## src/rtl/task_answer_framer.sv

```systemverilog
// task_answer_framer: pulls one answer packet per frame from the task output FIFO
// and emits it as SYNC, TASK_ID, LEN_HI, LEN_LO, payload, CSUM on a valid/ready
// byte stream. A 2-entry skid buffer absorbs the source's 1-cycle read latency.
module task_answer_framer #(
    parameter logic [7:0] SYNC_BYTE = 8'hA5,
    parameter logic [7:0] TASK_ID   = 8'd8
) (
    input  logic        i_clk,
    input  logic        i_rst_n,
    input  logic        i_tanswer_ready,
    input  logic [7:0]  i_tdata,
    input  logic        i_tanswer_data_last,
    input  logic [11:0] i_packet_size_in_bytes,
    output logic        o_tmanager_ready,
    output logic [7:0]  o_tx_data,
    output logic        o_tx_valid,
    input  logic        i_tx_ready,
    output logic        o_busy,
    output logic        o_len_err,
    output logic [15:0] o_frame_cnt
);
    localparam logic [1:0] ST_IDLE = 2'd0;
    localparam logic [1:0] ST_HDR  = 2'd1;
    localparam logic [1:0] ST_PAY  = 2'd2;
    localparam logic [1:0] ST_CSUM = 2'd3;

    logic [1:0]  r_state;
    logic [1:0]  r_hdr_idx;
    logic [11:0] r_len;
    logic [11:0] r_req;
    logic [11:0] r_rcv;
    logic [11:0] r_cnt;
    logic        r_inflight;
    logic        r_last_seen;
    logic [7:0]  r_csum;
    logic [7:0]  r_tx_data;
    logic        r_tx_valid;
    logic        r_len_err;
    logic [15:0] r_frame_cnt;
    logic [7:0]  r_skid [0:1];
    logic        r_wr_ptr;
    logic        r_rd_ptr;
    logic [1:0]  r_occ;

    logic        w_fire;
    logic        w_can_load;
    logic        w_last_now;
    logic [2:0]  w_pending;
    logic        w_rd_req;
    logic        w_rd_acc;
    logic        w_push;
    logic        w_pop;
    logic        w_frame_start;
    logic        w_len_ok;
    logic [7:0]  w_head;
    logic [7:0]  w_len_hi;

    assign w_fire        = r_tx_valid & i_tx_ready;
    assign w_can_load    = ~r_tx_valid | i_tx_ready;
    // The byte being captured this cycle may carry last; block a trailing read behind it.
    assign w_last_now    = r_inflight & i_tanswer_data_last;
    assign w_pending     = {1'b0, r_occ} + {2'b00, r_inflight};
    assign w_rd_req      = (r_state == ST_PAY) && (w_pending < 3'd2) && (r_req < r_len)
                           && !r_last_seen && !w_last_now;
    assign w_rd_acc      = w_rd_req & i_tanswer_ready;
    assign w_push        = r_inflight;
    assign w_pop         = (r_state == ST_PAY) && w_can_load && (r_cnt != r_len) && (r_occ != 2'd0);
    assign w_frame_start = (r_state == ST_IDLE) && i_tanswer_ready;
    assign w_len_ok      = r_last_seen && (r_rcv == r_len);
    assign w_head        = r_skid[r_rd_ptr];
    assign w_len_hi      = {4'h0, r_len[11:8]};

    assign o_tmanager_ready = w_rd_req;
    assign o_tx_data        = r_tx_data;
    assign o_tx_valid       = r_tx_valid;
    assign o_busy           = (r_state != ST_IDLE);
    assign o_len_err        = r_len_err;
    assign o_frame_cnt      = r_frame_cnt;

    // Read tracking and skid buffer: capture source bytes one cycle after each accepted read.
    always_ff @(posedge i_clk or negedge i_rst_n) begin
        if (!i_rst_n) begin
            r_req       <= '0;
            r_rcv       <= '0;
            r_inflight  <= 1'b0;
            r_last_seen <= 1'b0;
            r_skid[0]   <= '0;
            r_skid[1]   <= '0;
            r_wr_ptr    <= 1'b0;
            r_rd_ptr    <= 1'b0;
            r_occ       <= '0;
        end else if (w_frame_start) begin
            r_req       <= '0;
            r_rcv       <= '0;
            r_inflight  <= 1'b0;
            r_last_seen <= 1'b0;
            r_wr_ptr    <= 1'b0;
            r_rd_ptr    <= 1'b0;
            r_occ       <= '0;
        end else begin
            r_inflight <= w_rd_acc;
            if (w_rd_acc) begin
                r_req <= r_req + 12'd1;
            end
            if (w_push) begin
                r_skid[r_wr_ptr] <= i_tdata;
                r_wr_ptr         <= ~r_wr_ptr;
                r_rcv            <= r_rcv + 12'd1;
                if (i_tanswer_data_last) begin
                    r_last_seen <= 1'b1;
                end
            end
            if (w_pop) begin
                r_rd_ptr <= ~r_rd_ptr;
            end
            if (w_push && !w_pop) begin
                r_occ <= r_occ + 2'd1;
            end else if (!w_push && w_pop) begin
                r_occ <= r_occ - 2'd1;
            end
        end
    end

    // Framing FSM: the output register holds the presented byte; the checksum
    // accumulates as each non-SYNC byte is loaded, so it is complete when CSUM loads.
    always_ff @(posedge i_clk or negedge i_rst_n) begin
        if (!i_rst_n) begin
            r_state     <= ST_IDLE;
            r_hdr_idx   <= '0;
            r_len       <= '0;
            r_cnt       <= '0;
            r_csum      <= '0;
            r_tx_data   <= '0;
            r_tx_valid  <= 1'b0;
            r_len_err   <= 1'b0;
            r_frame_cnt <= '0;
        end else begin
            r_len_err <= 1'b0;
            case (r_state)
                ST_IDLE: begin
                    if (i_tanswer_ready) begin
                        r_len      <= i_packet_size_in_bytes;
                        r_cnt      <= '0;
                        r_csum     <= '0;
                        r_hdr_idx  <= '0;
                        r_tx_data  <= SYNC_BYTE;
                        r_tx_valid <= 1'b1;
                        r_state    <= ST_HDR;
                    end
                end
                ST_HDR: begin
                    if (w_fire) begin
                        case (r_hdr_idx)
                            2'd0: begin
                                r_tx_data <= TASK_ID;
                                r_csum    <= r_csum + TASK_ID;
                                r_hdr_idx <= 2'd1;
                            end
                            2'd1: begin
                                r_tx_data <= w_len_hi;
                                r_csum    <= r_csum + w_len_hi;
                                r_hdr_idx <= 2'd2;
                            end
                            2'd2: begin
                                r_tx_data <= r_len[7:0];
                                r_csum    <= r_csum + r_len[7:0];
                                r_hdr_idx <= 2'd3;
                            end
                            default: begin
                                if (r_len == 12'd0) begin
                                    r_tx_data <= r_csum;
                                    r_len_err <= 1'b1;
                                    r_state   <= ST_CSUM;
                                end else begin
                                    r_tx_valid <= 1'b0;
                                    r_state    <= ST_PAY;
                                end
                            end
                        endcase
                    end
                end
                ST_PAY: begin
                    if (w_can_load) begin
                        if (r_cnt == r_len) begin
                            r_tx_data  <= r_csum;
                            r_tx_valid <= 1'b1;
                            r_len_err  <= !w_len_ok;
                            r_state    <= ST_CSUM;
                        end else if (r_occ != 2'd0) begin
                            r_tx_data  <= w_head;
                            r_tx_valid <= 1'b1;
                            r_csum     <= r_csum + w_head;
                            r_cnt      <= r_cnt + 12'd1;
                        end else if (r_last_seen && !r_inflight) begin
                            r_tx_data  <= 8'h00;
                            r_tx_valid <= 1'b1;
                            r_cnt      <= r_cnt + 12'd1;
                        end else begin
                            r_tx_valid <= 1'b0;
                        end
                    end
                end
                default: begin
                    if (w_fire) begin
                        r_tx_valid  <= 1'b0;
                        r_frame_cnt <= r_frame_cnt + 16'd1;
                        r_state     <= ST_IDLE;
                    end
                end
            endcase
        end
    end

    // Read gating keeps occupancy plus in-flight reads at two, so a full buffer never sees a push.
    assert property (@(posedge i_clk) disable iff (!i_rst_n) !(w_push && (r_occ == 2'd2)));

endmodule
```

## config.mk

```make
export PLATFORM = sky130hd
export DESIGN_NAME = task_answer_framer
export DESIGN_NICKNAME = d
export VERILOG_FILES = /design/src/rtl/task_answer_framer.sv
export SDC_FILE = /design/constraint.sdc
export NUM_CORES = 1
export LEC_CHECK = 0
export CAP_MARGIN = 5
export CORE_MARGIN = 2
export CORE_UTILIZATION = 50
export DETAILED_ROUTE_END_ITERATION = 7
export GPL_ROUTABILITY_DRIVEN = 0
export PLACE_DENSITY = 0.76
export SYNTH_ARGS = -nofsm -noshare
export SYNTH_HDL_FRONTEND = slang
export SYNTH_SLANG_ARGS = --single-unit
```

## constraint.sdc

```tcl
create_clock -name i_clk -period 7.9 [get_ports i_clk]
set_input_delay 1.58 -clock i_clk [delete_from_list [all_inputs] [get_ports i_clk]]
set_output_delay 1.58 -clock i_clk [all_outputs]
set_load 0.01 [all_outputs]
```

# == Yosys cells after proc, flatten, opt, wreduce, memory -nomap -nowiden ==
# Cells that the tools add are included.
# classes
muxes,71
n_eq_ne,19
reduce_logical,44
add_sub_neg,11
bitwise,11
n_lt_le_gt_ge,5
# ops
cell,count
$mux 8,16
$mux 12,9
$pmux 8 s3,4
$add 12x1->12 const B,3
$eq 12x12->1,2
$pmux 12 s2,1
$mux 1,23
$mux 2,11
$reduce_and 6->1,3
$add 16x1->16 const B,1
$add 8x8->8,2
$bwmux 16,1
$reduce_bool 2->1,8
$logic_and 1x1->1,13
$logic_not 12->1,1
$lt 12x12->1,1
$ne 12x12->1,1
$ne 2x2->1 const B,6
$pmux 2 s3,2
$reduce_bool 3->1,3
$add 8x4->8,1
$add 8x4->8 const B,1
$demux 8 s1,1
$ne 4x1->1 const B,2
other kinds (25),45
# totals
word_cells,179
ff_bits,108
out_inout_bits,28
inputBits,25

# == Logic depth before layout (Yosys ltp) ==
# Gate-level depths: netlist of the first run.
# depth
ltp_word,9
depth_mapped,13
mapped_depth_nobuf,12

# == Worst setup path after synthesis of the first run ==
# Ideal clock, no wire load.
# synth_path
kind,input -> output
startpoint,in i_tanswer_data_last
endpoint,out o_tmanager_ready
required_ns,6.320
arrival_ns,2.268
setup_slack_ns,4.052
path_stages,4
path_buffers,0
path_cell_list,o21ai_0 -> o211a_1 -> nand2_1 -> inv_1
# synth_via
elab_chain_len,3
# synth_rtl
element,line,text
"start, declared",12,"input logic i_tanswer_data_last,"
$and 1x1->1,61,assign w_last_now = r_inflight & i_tanswer_data_last;
$logic_not 1->1,64,&& !r_last_seen && !w_last_now;
$logic_and 1x1->1,64,
"end, declared",14,"output logic o_tmanager_ready,"
# Every way passes these cells.

# == Final worst setup path of the first run ==
# Ends and elaborated chain as after synthesis.

==> reports/results.txt, run 1 <==
run status = completed
GR Util All Layers = 24.5%
final setup TNS = 0 ps
DP HPWL = 12.5 mm
Tmin final = 4900 ps
CTS Root Cell = clkbuf_16
CP max FO = 7
average cell area after synthesis = 9.07 um^2
initial core utilization = 51.0%
initial antenna violation count = 0
unrepaired setup endpoints after global routing = false
Worst slew margin = 40.8%
cell with the most instances after synthesis = dfrtp_1
Top Family by Delay on Critical Path = buffers and inverters
max-slew violation count = 0
measured slew at the worst slew-check pin = 885 ps
final std cells w/o fill = 995
CTS resizes = 0
yosys warns = 0
slowest stage delay, CP = 520 ps
drt first pass iters = 5
Hold Violations, Final = 0
crit share post-route = 62.1%
ANT cells = 0
Tightest Hold Check Type = reg2reg
core footprint = 13,900 um^2
synth unique cells = 70
share of cells above drive strength 1 = 7.61%
CP Capture Type = output port
Area growth syn-to-layout = 12.7%
Clock Pin Slew Worst Setup and Hold Paths = 70 ps
worst hold slack = 477 ps
top post-synthesis cells by area = dfrtp_1, ha_1, nand2_1
DR WL/cell = 17.8 um
Die Footprint = 15,100 um^2
drt first-iter violations = 429
Port Buffers = 52
clk sink count = 108
pwr dens = 369 nW/um^2
DRC violations left = 0
row count = 43
Final Setup Violations = 0
post-CTS setup buffers = 0
Worst EP arrival = 3320 ps
Post-Syn Nets = 846
register bit total from synthesis = 108
global-route wire length before repair = 28.8 mm
synth cell count leaders = dfrtp_1, nand2_1, nor2_1
Fillers = 1,271
vias in the first global route = 5,622
grt ovf = 0
largest net degree at the start of global routing = 64
sequential share of the synthesized area = 38.2%
area fraction of the dominant cell type after synthesis = 38.2%
CTS tree = built
Clock Tree Buf Depth = 2
CP Data Required Time = 6320 ps
Vert. Die Dim = 123 um
slowest stage cell, crit path = clkdlybuf4s50_1
CP Buf/Inv Count = 3
Vias/cell = 6.04
Die X = 123 um
Layout Skew = 7.13 ps
Post-synth top flop = dfrtp_1
CP cell instances = clkdlybuf4s50_1 -> o21ai_0 -> o211a_1 -> nand2_1 -> inv_1 -> clkdlybuf4s50_1
Clock Latency Late Sink = 360 ps
I/O Pins = 53
post-layout util = 57.5%
P_leak = 0.00347 uW
Post-synth EDFFs = 0
Crit Path Category = in2out
Post-synth ARST share = 100%
antenna viol nets, final = 0
Yosys top cell by area = dfrtp_1
FMAX = 204 MHz
Net count, final = 875
Vias = 6,006
hold buffers post-CTS = 0
CTS Buf Count = 9
synthesized instance count = 781
WL final = 17.7 mm
htree depth = 3
CP Launch Type = primary input
placed cells = 979
maximum VDD drop = 0.198 mV
power consumption = 2940 uW
Post-Synthesis Cell Area = 7080 um^2
max cap viols = 0
crit-path most repeated cell = clkdlybuf4s50_1
==> path summary, 6_finish.rpt <==
path,depth (start not counted),startpoint,to,slack [ps]
max,6,i_tanswer_data_last,o_tmanager_ready,3000
min,1,o_frame_cnt[15],o_frame_cnt[15],480
max reg2reg,12,r_hdr_idx[0],r_csum[4],4680
min reg2reg,1,o_frame_cnt[15],o_frame_cnt[15],480
max in group asynchronous,2,i_rst_n,r_csum[2],5460
min in group asynchronous,1,i_rst_n,r_req[1],1210
==> layout by cell type (no fill, tap or decap), types with 4 or more instances in the layout <==
master / synthesis / final
dfrtp_1: 108 / 108
nand2_1: 101 / 101
clkdlybuf4s50_1: 0 / 51
o21ai_0: 45 / 45
nor2_1: 46 / 45
xor2_1: 40 / 40
ha_1: 38 / 38
inv_1: 33 / 33
nand3_1: 31 / 31
a21oi_1: 31 / 31
mux2_2: 27 / 27
xnor2_1: 26 / 26
and3_1: 21 / 21
nand4_1: 20 / 20
o211ai_1: 16 / 16
nor4_1: 13 / 13
nor3_1: 12 / 12
mux2i_1: 10 / 10
o31ai_1: 9 / 9
clkbuf_16: 0 / 9
or3_1: 8 / 8
or4_1: 8 / 8
nand2b_1: 7 / 7
a31oi_1: 7 / 7
nor2b_1: 6 / 6
and2_1: 5 / 5
a211oi_1: 5 / 5
o311ai_0: 5 / 5
a21o_1: 4 / 4
a311oi_1: 4 / 4
o22ai_1: 4 / 4
clkinv_2: 0 / 4
buf_4: 2 / 4
==> cell families (layout without fill, tap and decap cells) <==
kind of cell               after synthesis  in the layout  share of synthesized area (%)
AOI/OAI and AO/OA                      165            165                           15.9
muxes                                   37             37                           5.71
DFF                                    108            108                           38.2
adders and majority gates               40             40                           7.28
and+or+nand+nor                        291            291                           20.4
xor gates and xnor gates                66             66                           8.16
buffers and inverters                   74            108                           4.42
==> state kept, by name (all words and copies together) (netlist names), 8 cells and up <==
register and flops:
r_csum 8, o_frame_cnt 16, o_tx_data 8, r_len 12, r_rcv 12, r_skid 16, r_cnt 12, r_req 12
==> stage by stage <==
stage / instance area, um^2 / setup WS (ps)
global placement: 7680 / 3010
CTS: 7990 / 2990
finish: 7990 / 3000
global route: 7990 / 2870
detailed placement: 7680 / 3000
floorplan: 7080 / 4050
==> area by class of cell <==
type | count | area (um^2) | area share, %
inverters | 37 | 144 | 1.80
well taps | 180 | 225 | 2.82
clock buffers | 11 | 253 | 3.17
flip-flops and latches | 108 | 2700 | 33.8
clock inverters | 5 | 50.0 | 0.627
repair buffers | 55 | 541 | 6.77
multi-input cells | 599 | 4070 | 51.0
==> routing by layer <==
layer | GRT usage (%) | up-vias | wire, um
met5 | 0 | - | 0
met4 | 9.30 | 0 | 385
met3 | 3.69 | 26 | 1020
met2 | 37.7 | 208 | 8080
met1 | 34.8 | 2904 | 8180
li1 | - | 2868 | -
==> power breakdown <==
group / leakage (uW) / switching (uW) / internal [uW] / total, uW
combinational: 0.00192 / 845 / 627 / 1470
sequential: 0.00139 / 272 / 735 / 1010
clock: 0.000155 / 203 / 261 / 464
==> worst reg2reg max path: cells and delay by family (launching register included) <==
kind / cells / cell delay (ps)
AOI/OAI and AO/OA: 5 / 1120
xor gates and xnor gates: 1 / 200
and+or+nand+nor: 1 / 140
adders and majority gates: 3 / 1080
DFF: 1 / 400
buffers and inverters: 2 / 190
Note: power is estimated with default switching activity, not from simulation.
==> run 2: changes to the inputs <==
- clock period: 7.9 -> 4.9 ns (I/O delays scaled with it)
==> run 2 against run 1 <==
Effect of this change: via count is 0.13% lower; clock power grew 48%; critical path depth is 2 higher; sequential share of layout area grew 0.085 points; sequential power increased by 60%; count of clock-buffer cells in the layout decreased by 1; sequential cell count unchanged; cell area is 0.25% lower; largest cell class unchanged; cell count did not move.
==> reports/results.txt, run 2 (synthesis results as in run 1) <==
Sw Share = 45.4% (+0.57 points)
CTS Root Cell = clkbuf_16
final setup TNS = 0 ps (unchanged)
Crit Path Category = reg2out
CP Capture Type = output port
Net count, final = 876 (+0.11%)
unrepaired setup endpoints after global routing = false
clock power share = 14.6% (-1.2 points)
P_leak = 0.00345 uW (-0.68%)
Place WS = 1140 ps (-1860 ps)
Clock Tree Buf Depth = 2 (unchanged)
slowest stage delay, CP = 600 ps (+80 ps)
Clock Pin Slew Worst Setup and Hold Paths = 70 ps (about the same)
Die Footprint = 15,100 um^2 (unchanged)
combinational share of power = 50.7% (+0.7 points)
Port Buffers = 52 (unchanged)
Int Power = 2560 uW (+58%)
Hold Violations, Final = 0 (unchanged)
initial core utilization = 51.0% (unchanged)
CP Data Required Time = 3920 ps (-2400 ps)
Area growth syn-to-layout = 12.5%
Clock Latency Late Sink = 360 ps (about the same)
CP max FO = 11 (+4)
largest net degree at the start of global routing = 74 (+16%)
Worst R2R Start = r_hdr_idx[0]
Vias/cell = 6.03 (-0.13%)
DR WL/cell = 17.4 um (-1.8%)
CP Launch Type = register
FMAX = 260 MHz
ANT cells = 0 (unchanged)
share of cells above drive strength 1 = 7.61% (unchanged)
maximum VDD drop = 0.286 mV (+44%)
WHS Path Cells = 1 (unchanged)
CTS Buf Count = 9 (unchanged)
WL final = 17.3 mm (-1.8%)
run status = completed
grt ovf = 0 (unchanged)
drt first-iter violations = 365 (-15%)
Final Setup Violations = 0 (unchanged)
vias in the first global route = 5,686 (+1.1%)
placed cells = 980 (+0.10%)
FF-to-FF setup slack = 1790 ps (-2890 ps)
initial antenna violation count = 0 (unchanged)
CTS tree = built
I/O Pins = 53 (unchanged)
Die X = 123 um (unchanged)
hold buffers post-CTS = 0 (unchanged)
Vert. Die Dim = 123 um (unchanged)
FF-to-FF End = r_csum[4]
hold path startpoint = o_frame_cnt[15]
post-CTS setup buffers = 0 (unchanged)
Fillers = 1,233 (-3.0%)
Seq pwr share = 34.6% (+0.4 points)
Tightest Hold Check Type = reg2reg
Vias = 5,998 (-0.13%)
htree depth = 3 (unchanged)
reg2reg path depth = 12 (unchanged)
slowest stage cell, crit path = dfrtp_1
core footprint = 13,900 um^2 (unchanged)
power consumption = 4690 uW (+59%)
NetSw = 2130 uW (+61%)
pwr dens = 589 nW/um^2 (+60%)
max-slew violation count = 0 (unchanged)
CTS resizes = 0 (unchanged)
max cap viols = 0 (unchanged)
clk sink count = 108 (unchanged)
global-route wire length before repair = 28.4 mm (-1.5%)
final std cells w/o fill = 995 (unchanged)
Layout Skew = 7.30 ps (+0.163 ps)
final worst setup slack = 1060 ps (-1940 ps)
crit-path most repeated cell = inv_1
Tmin final = 3840 ps
Worst EP arrival = 2860 ps (-460 ps)
Hold Path End = o_frame_cnt[15]
GR Util All Layers = 24.4% (-0.11 points)
row count = 43 (unchanged)
CP cell instances = inv_1 -> ha_1 -> nand4_1 -> or3_1 -> a31o_2 -> nand2_1 -> inv_1 -> clkdlybuf4s50_1
measured slew at the worst slew-check pin = 938 ps (+52.8 ps)
commonest non-fill, non-tap cells in the layout = dfrtp_1, nand2_1, clkdlybuf4s50_1
Worst slew margin = 37.5% (-3.4 points)
crit share post-route = 78.4%
DP HPWL = 12.5 mm (-0.65%)
drt first pass iters = 7 (+2)
DRC violations left = 0 (unchanged)
antenna viol nets, final = 0 (unchanged)
commonest non-fill, non-tap cell in the layout = dfrtp_1
run 2: cell types whose count changed in the layout (fill, tap and decap cells not counted):
| cell | delta |
|---|---|
| clkbuf_8 | -1 |
| clkinvlp_4 | +3 |
| bufinv_16 | -1 |
| clkinv_2 | -3 |
| inv_6 | +1 |
| buf_4 | +1 |
run 2: final cells by class:
type	count	area [um^2]	area share [%]
Clock buffer	10	239	3.00
Sequential cell	108	2700	33.9
Timing Repair Buffer	56	548	6.88
Clock inverter	5	36.3	0.456
Multi-Input combinational cell	599	4070	51.1
Inverter	37	144	1.81
Tap cell	180	225	2.83
run 2: per-stage QoR:
| stage | area (um^2) | utilization (%) | hold WS [ps] |
|---|---|---|---|
| 3_5_place_dp | 7690 | 55.4 | 468 |
| 3_3_place_gp | 7690 | 55.4 | 464 |
| 4_1_cts | 7970 | 57.4 | 478 |
| 5_1_grt | 7970 | 57.4 | 494 |
| 6_report | 7970 | 57.4 | 470 |
| 2_1_floorplan | 7080 | - | 474 |
run 2: critical path: cells and delay by family (launching register included):
family / cells / cell delay (ps)
flops: 1 / 600
simple gates: 3 / 620
fa+ha+maj: 1 / 310
compound gates: 1 / 290
buf+inv: 3 / 690
run 2: how the worst max path moves through the flow:
| stage | start | to | slack, ps | depth (start not counted) |
|---|---|---|---|---|
| after global placement | i_tanswer_data_last | o_tmanager_ready | 1160 | 6 |
| final | r_len[4] | o_tmanager_ready | 1060 | 8 |
| after global routing | r_len[5] | o_tmanager_ready | 870 | 9 |
| after CTS | r_len[4] | o_tmanager_ready | 1060 | 8 |
| after detailed placement | i_tanswer_data_last | o_tmanager_ready | 1140 | 6 |
| after floorplan | r_len[5] | o_tmanager_ready | 2130 | 8 |
run 2: routing by layer:
| layer | global-route usage, % | part of all wire (%) | wire length (um) | vias to the layer above |
|---|---|---|---|---|
| met4 | 10.9 | 3.4 | 596 | 0 |
| met5 | 0 | 0 | 0 | - |
| met3 | 5.72 | 6.6 | 1140 | 48 |
| met1 | 32.3 | 44 | 7710 | 2881 |
| met2 | 38.0 | 46 | 7890 | 201 |
| li1 | - | - | - | 2868 |
run 2: power by group through the flow:
stage | Combinational, uW | Sequential, uW | Clock (uW)
2_1_floorplan | 1880 | 1450 | 0
3_5_place_dp | 2350 | 1630 | 0
5_1_grt | 2660 | 1670 | 747
4_1_cts | 2360 | 1610 | 706
3_3_place_gp | 2300 | 1620 | 0
6_report | 2380 | 1620 | 686
==> run 3: changes to the inputs <==
- PLACE_DENSITY: 0.76 -> 0.79
- clock period: 4.9 -> 3.1 ns (I/O delays scaled with it)
==> run 3 against run 2 <==
Effect of this change: cell area rose by 2.7%; power rose by 66%; via count rose by 1.5%; critical endpoint unchanged; combinational power up 73%; cell count grew 2.1%; clock skew increased by 1.1 ps; setup slack got worse by 970 ps; largest power group unchanged; global-route usage increased by 0.32 points.
==> reports/results.txt, run 3 (synthesis results as in run 1) <==
CTS Buf Count = 9 (unchanged)
Tightest Hold Check Type = in2async
Die Footprint = 15,100 um^2 (unchanged)
Die X = 123 um (unchanged)
CP cell instances = inv_1 -> ha_1 -> nand4_1 -> or3_4 -> a31o_2 -> nand2_1 -> inv_1 -> dlygate4sd2_1
CTS tree = built
Vert. Die Dim = 123 um (unchanged)
CP Buf/Inv Count = 3 (unchanged)
Hold Violations, Final = 0 (unchanged)
FMAX = 332 MHz
slowest stage cell, crit path = or3_4
Layout Skew = 8.42 ps (+1.12 ps)
max cap viols = 0 (unchanged)
vias in the first global route = 5,731 (+0.79%)
cell area after layout = 8180 um^2 (+2.7%)
DP HPWL = 12.5 mm (+0.33%)
drt first pass iters = 7 (unchanged)
CTS Root Cell = clkbuf_16
Net count, final = 896 (+2.3%)
GR Util All Layers = 24.7% (+0.32 points)
Crit Path Category = reg2out
Port Buffers = 52 (unchanged)
Vias/cell = 5.99 (-0.65%)
max-slew violation count = 0 (unchanged)
DR WL/cell = 17.3 um (-0.53%)
crit-path most repeated cell = inv_1
grt ovf = 0 (unchanged)
Clock Pin Slew Worst Setup and Hold Paths = 70 ps (about the same)
final setup TNS = 0 ps (unchanged)
Fillers = 1,213 (-1.6%)
P_leak = 0.00359 uW (+4.1%)
row count = 43 (unchanged)
initial antenna violation count = 0 (unchanged)
Worst EP arrival = 2400 ps (-460 ps)
Area growth syn-to-layout = 15.4%
DRC violations left = 0 (unchanged)
unrepaired setup endpoints after global routing = false
FF-to-FF setup slack = 320 ps (-1470 ps)
maximum VDD drop = 0.398 mV (+39%)
pwr dens = 950 nW/um^2 (+61%)
htree depth = 3 (unchanged)
Clock Tree Buf Depth = 2 (unchanged)
drt first-iter violations = 512 (+40%)
Vias = 6,085 (+1.5%)
crit share post-route = 97.3%
global-route wire length before repair = 29.0 mm (+2.2%)
run status = completed
slowest stage delay, CP = 410 ps (-190 ps)
measured slew at the worst slew-check pin = 771 ps (-166 ps)
largest net degree at the start of global routing = 109 (+47%)
core footprint = 13,900 um^2 (unchanged)
commonest non-fill, non-tap cell in the layout = dfrtp_1
Top Family by Delay on Critical Path = simple AND/OR/NAND/NOR gates
clk sink count = 108 (unchanged)
hold buffers post-CTS = 0 (unchanged)
CP max FO = 4 (-7)
Final Setup Violations = 0 (unchanged)
Clock Latency Late Sink = 360 ps (about the same)
share of cells above drive strength 1 = 10.2% (+2.6 points)
Tmin final = 3020 ps
Worst slew margin = 48.4% (+11 points)
CP Launch Type = register
initial core utilization = 51.0% (unchanged)
WL final = 17.6 mm (+1.6%)
commonest non-fill, non-tap cells in the layout = dfrtp_1, nand2_1, clkdlybuf4s50_1
CP Capture Type = output port
CP Data Required Time = 2480 ps (-1440 ps)
ANT cells = 0 (unchanged)
I/O Pins = 53 (unchanged)
dpl cell area = 7850 um^2 (+2.0%)
antenna viol nets, final = 0 (unchanged)
run 3: cell count changes in the layout (fill, tap and decap cells not counted), sizes merged:
cell and delta:
buf +20, clkinvlp -3, bufinv +2, clkinv +2
clkbuf +1, clkdlybuf4s50 -1, dlygate4sd2 +1, inv -1
run 3: per-stage QoR:
step | power [uW] | util, % | worst slack, ps | std cells | hold slack (ps)
2_1_floorplan | 5260 | - | 404 | 781 | 324
3_3_place_gp | 6340 | 56.5 | 259 | 999 | 462
3_5_place_dp | 6450 | 56.5 | 248 | 999 | 473
4_1_cts | 7740 | 58.9 | 116 | 1016 | 361
5_1_grt | 8350 | 58.9 | 5.55 | 1016 | 368
6_report | 7770 | 58.9 | 84.5 | 1016 | 330
run 3: layout make-up:
type                            instances  area (um^2)  area share (%)
Sequential cell                       108         2710            33.1
Clock inverter                          5         75.1           0.918
Multi-Input combinational cell        599         4080            49.8
Timing Repair Buffer                   76          709            8.68
Clock buffer                           11          243            2.97
Inverter                               37          144            1.76
Tap cell                              180          225            2.75
run 3: metal layers:
layer	routed length, um	vias to the layer above	share of wire, %	GRT usage (%)
met4	492	0	2.8	11.0
met5	0	-	0	0
li1	-	2913	-	-
met3	1260	40	7.2	4.24
met1	7950	2900	45	34.3
met2	7910	232	45	37.8
run 3: worst register-to-register path, delay by kind of cell (launching register included):
kind | cells | cell delay (ps)
multiplexers | 1 | 130
AND/OR/NAND/NOR | 1 | 190
buffers and inverters | 2 | 340
flip-flops | 1 | 400
adder cells (fa/ha/maj) | 2 | 580
AO/OA/AOI/OAI | 5 | 1020
run 3: worst paths after layout:
check	from	to	cells after the start
setup reg to reg	r_hdr_idx[0]	r_csum[7]	11
min in group i_clk	o_tx_data[3]	o_tx_data[3]	2
max in group asynchronous	i_rst_n	r_len[9]	2
hold / removal	i_rst_n	r_req[1]	2
setup / recovery	r_len[4]	o_tmanager_ready	8
hold reg to reg	o_tx_data[3]	o_tx_data[3]	2
run 3: report_power, final:
part           internal [uW]  switching, uW  leakage [uW]
Combinational           1740           2370       0.00204
Clock                    727            522      0.000159
Sequential              1880            533       0.00139
Total                   4340           3430       0.00359
run 3: timing repair:
action / in CTS / in global routing
endpoints found under the setup margin: 1 / 0
endpoints found under the hold margin: 0 / 0
setup buffers: 1 / 0
gates resized for setup: 5 / 0
